$ cat src/rtl/regfile_scoreboard.sv
// General-purpose register file with write-through bypass, plus a per-register
// pending-write scoreboard that decode uses to stall on RAW hazards.
module regfile_scoreboard #(
  parameter int XLEN     = 32,
  parameter int NREG     = 32,
  parameter int IDX_W    = $clog2(NREG),
  parameter bit ZERO_REG = 1'b1
) (
  input  logic             clk,
  input  logic             rst_n,
  input  logic             Wr_en,
  input  logic [IDX_W-1:0] Wr_idx,
  input  logic [XLEN-1:0]  Data_in,
  input  logic [IDX_W-1:0] R1_idx,
  input  logic [IDX_W-1:0] R2_idx,
  output logic [XLEN-1:0]  Reg_1,
  output logic [XLEN-1:0]  Reg_2,
  input  logic             Iss_en,
  input  logic [IDX_W-1:0] Iss_idx,
  input  logic             Flush,
  output logic             R1_busy,
  output logic             R2_busy,
  output logic [IDX_W:0]   Pend_cnt
);

  // Issue and writeback are plain strobes accepted every cycle; there is no
  // valid/ready pairing and no back-pressure anywhere in this block.

  logic [XLEN-1:0] gpr [NREG];
  logic [NREG-1:0] busy;
  logic [NREG-1:0] busy_next;
  logic [IDX_W:0]  cnt_next;
  logic            wr_allowed;
  logic            iss_allowed;

  assign wr_allowed  = Wr_en && !(ZERO_REG && (Wr_idx == '0));
  assign iss_allowed = Iss_en && !(ZERO_REG && (Iss_idx == '0));

  // Set is applied after clear so a new producer supersedes the retiring one.
  always_comb begin
    busy_next = busy;
    if (Flush) begin
      busy_next = '0;
    end else begin
      if (Wr_en)       busy_next[Wr_idx]  = 1'b0;
      if (iss_allowed) busy_next[Iss_idx] = 1'b1;
    end
  end

  always_comb begin
    cnt_next = '0;
    for (int i = 0; i < NREG; i++) begin
      cnt_next = cnt_next + {{IDX_W{1'b0}}, busy_next[i]};
    end
  end

  always_ff @(posedge clk or negedge rst_n) begin
    if (!rst_n) begin
      busy     <= '0;
      Pend_cnt <= '0;
    end else begin
      busy     <= busy_next;
      Pend_cnt <= cnt_next;
    end
  end

  always_ff @(posedge clk or negedge rst_n) begin
    if (!rst_n) begin
      for (int i = 0; i < NREG; i++) gpr[i] <= '0;
    end else if (wr_allowed) begin
      gpr[Wr_idx] <= Data_in;
    end
  end

  // Zero-register forcing is applied last so it overrides the bypass.
  always_comb begin
    Reg_1 = gpr[R1_idx];
    if (Wr_en && (Wr_idx == R1_idx)) Reg_1 = Data_in;
    if (ZERO_REG && (R1_idx == '0))  Reg_1 = '0;

    Reg_2 = gpr[R2_idx];
    if (Wr_en && (Wr_idx == R2_idx)) Reg_2 = Data_in;
    if (ZERO_REG && (R2_idx == '0))  Reg_2 = '0;

    R1_busy = busy[R1_idx] && !(Wr_en && (Wr_idx == R1_idx))
              && !(ZERO_REG && (R1_idx == '0));
    R2_busy = busy[R2_idx] && !(Wr_en && (Wr_idx == R2_idx))
              && !(ZERO_REG && (R2_idx == '0));
  end

endmodule

$ cat config.mk
export PLATFORM = sky130hd
export DESIGN_NAME = regfile_scoreboard
export DESIGN_NICKNAME = d
export VERILOG_FILES = /design/src/rtl/regfile_scoreboard.sv
export SDC_FILE = /design/constraint.sdc
export NUM_CORES = 2
export LEC_CHECK = 0
export BUFFER_PORTS_ARGS = -buffer_cell sky130_fd_sc_hd__buf_2
export CORE_UTILIZATION = 57
export DETAILED_ROUTE_END_ITERATION = 6
export PLACE_DENSITY = 0.73
export SYNTH_ARGS = -nofsm -noshare
export SYNTH_HDL_FRONTEND = slang
export SYNTH_SLANG_ARGS = --single-unit
$ cat constraint.sdc
create_clock -name clk -period 4.25 [get_ports clk]
set_input_delay 0.425 -clock clk [delete_from_list [all_inputs] [get_ports clk]]
set_output_delay 0.425 -clock clk [all_outputs]
set_load 0.1 [all_outputs]
==> impl_metrics.json <==
{
  "synth.distinct_cells": 71,
  "hold_viol": 0,
  "synth_edf_count": 0,
  "status": "finished, violations left",
  "dr.first_iter.drc_count": 3707,
  "grt_pass1_wl_mm": 267,
  "rsz0062_at_grt": "yes",
  "cp-end-kind": "register",
  "insertion_delay_ns": 0.71,
  "yosys_warnings": 0,
  "drt-vias-per-instance": 6.95,
  "cts_tree": "yes",
  "htreeDepth": 3,
  "violations": "negative setup slack",
  "synth_top_cell_by_area": "dfrtp_1",
  "wl_mm": 176,
  "pwr-share-seq_pct": 42.7,
  "fin_hold_ws_ns": 0.0540,
  "cts.clk_slew.worst_paths_ns": 0.06,
  "worstMarginPinSlew_ns": 1.14,
  "synthTopCellsByArea": "dfrtp_1 46%, mux2_2 19%, mux4_2 16%, mux2i_1 4.1%, clkbuf_1 1.3%",
  "post-route-util_pct": 65.0,
  "fill_cells": 7379,
  "clock_skew_ns": 0.0164,
  "grt_max_degree": 118,
  "max_freq_mhz": 209,
  "cts_sinks": 1062,
  "avgSynthCellArea_um2": 14.3,
  "nets": 4212,
  "postRouteAntennaNets": 0,
  "synth_ff_type": "dfrtp_1",
  "clkPwrFrac_pct": 34.7,
  "dieArea_um2": 104000,
  "finalCritPeriodShare_pct": 112,
  "io_pins": 129,
  "place_ws_ns": -1.24,
  "die_h_um": 322,
  "overflow": 0,
  "core_um2": 102000,
  "yosysSeqAreaShare_pct": 45.5,
  "place_congestion": 0.928,
  "peakVddDrop_mv": 0.545,
  "maxSlewViolCount": 0,
  "synthesis.area_um2": 58400,
  "netlist_top_cells_count": "1062 x dfrtp_1, 1000 x mux2_2, 425 x mux4_2",
  "grt_pass1_vias": 40300,
  "grt_util_all_layers_pct": 34.9,
  "antenna_found_initial": 17,
  "crit_type": "reg2reg",
  "area_growth_pct": 13.2,
  "cellPowerDensity_nw_per_um2": 472,
  "cts_buffers": 114,
  "synth_cells": 4076,
  "cp.required_ns": 4.84,
  "p_sw_uw": 8890,
  "hold_class": "in2reg",
  "startpoint_type": "register",
  "drive_gt1_share_pct": 49.1,
  "total_power_uw": 31200,
  "drcViolationCount": 0,
  "comb_power_share_pct": 22.6,
  "syn_nets": 4164,
  "clock_path_buffers": 3,
  "async_reset_ff_share_pct": 100,
  "root_buffer": "clkbuf_16",
  "critical_path_arrival_ns": 5.37,
  "dp_hpwl_mm": 108,
  "setup_ws_ns": -0.527,
  "swShare_pct": 28.5,
  "max_cap_violations": 0,
  "period_minus_slack_ns": 4.78,
  "die_x_um": 322,
  "wl_per_cell_um": 31.5,
  "setup_viol": 5,
  "firstDrtPassIters": 5,
  "initial_core_util_pct": 57.5,
  "io_buffers": 128,
  "vias": 39000,
  "synth.most_common_cell": "dfrtp_1",
  "ys_seq_elements": 1062,
  "rows": 117,
  "netlist.area_leader.share_pct": 45.5,
  "cp_max_fo": 2,
  "maxSlewHeadroom_pct": 24.0,
  "p_leak_uw": 0.0290,
  "p_int_uw": 22300
}
==> cell type report <==
class | count | area (um2) | area share (%)
flip-flops and latches | 1062 | 26600 | 40.2
clock buffers | 171 | 3380 | 5.12
diodes | 10 | 25.0 | 0.0379
multi-input cells | 2515 | 29500 | 44.6
inverters | 47 | 176 | 0.267
well taps | 1368 | 1710 | 2.59
repair buffers | 384 | 3980 | 6.03
clock inverters | 45 | 721 | 1.09
==> cell usage in the layout, fill, tap and decap left out, drive strengths merged, types with 36 or more instances in the layout <==
cell type / count
dfrtp: 1062
mux2: 1008
mux4: 432
buf: 383
mux2i: 237
clkbuf: 171
nand2: 95
o21ai: 80
o22ai: 63
a221oi: 63
nor2: 59
nand3: 52
inv: 50
a22oi: 44
o211ai: 37
a21oi: 36
==> path summary, 6_finish.rpt <==
check                          from          end  slack (ns)  cells after the start
min in group asynchronous     rst_n     gpr[866]        0.32                      2
max in group asynchronous     rst_n     gpr[491]        2.71                      3
max                         busy[7]  Pend_cnt[4]       -0.53                     17
min reg2reg                gpr[999]     gpr[999]        0.39                      0
max reg2reg                 busy[7]  Pend_cnt[4]       -0.53                     17
min                           Flush      busy[0]        0.05                      3
==> stage by stage <==
step                      TNS [ns]  instance area, um2  instances
after floorplan              -4.98               58600       4076
after global placement       -5.45               61800       5369
after detailed placement     -6.03               61800       5369
after CTS                    -2.08               66000       5590
after global routing         -2.70               66100       5600
final                        -2.10               66100       5602
==> layer usage <==
layer | vias up | track usage [%] | wire length (um)
met2 | 1927 | 54.2 | 82900
met1 | 20700 | 45.9 | 67500
met4 | 12 | 17.3 | 9300
met3 | 522 | 8.72 | 16600
met5 | - | 0 | 90
li1 | 15800 | - | -
==> power by group through the flow <==
stage | registers, uW | logic, uW | clock network [uW]
detailed placement | 13400 | 7000 | 0
finish | 13300 | 7050 | 10800
floorplan | 13000 | 5260 | 0
global route | 13600 | 7460 | 11400
global placement | 13300 | 6850 | 0
CTS | 13300 | 7040 | 10900
==> critical path, stage by stage, from the launching register on <==
cell	delay, ns
dfrtp_1	0.39
a22oi_2	0.16
nor2_2	0.09
fa_1	0.55
inv_1	0.05
fa_1	0.47
fa_1	0.52
fa_1	0.45
fa_1	0.49
inv_1	0.05
fa_1	0.52
ha_4	0.15
inv_2	0.04
fa_2	0.35
inv_1	0.06
a21o_1	0.13
a21oi_2	0.07
xnor2_1	0.12
==> cell families (layout without fill, tap and decap cells) <==
group | count (synthesis) | after routing | synth area share [%]
mux | 1677 | 1677 | 40.2
xor+xnor | 13 | 13 | 0.195
buf+inv | 499 | 647 | 4.47
compound gates | 481 | 481 | 5.96
other cells | 0 | 10 | 0
simple gates | 313 | 313 | 2.66
flops | 1062 | 1062 | 45.5
fa+ha+maj | 31 | 31 | 0.973
==> sequential cells by signal, indices dropped and copies added, names as in the netlist <==
register and count:
Pend_cnt 6, busy 32, gpr 1024
==> repair_timing <==
action	CTS	global route
pin swaps	7	6
cloned	0	0
hold buffers	1	0
setup buffers	4	2
gates resized for setup	5	8
endpoints found under the setup margin	5	5
endpoints found under the hold margin	56	0
(Power assumes the default switching activity.)
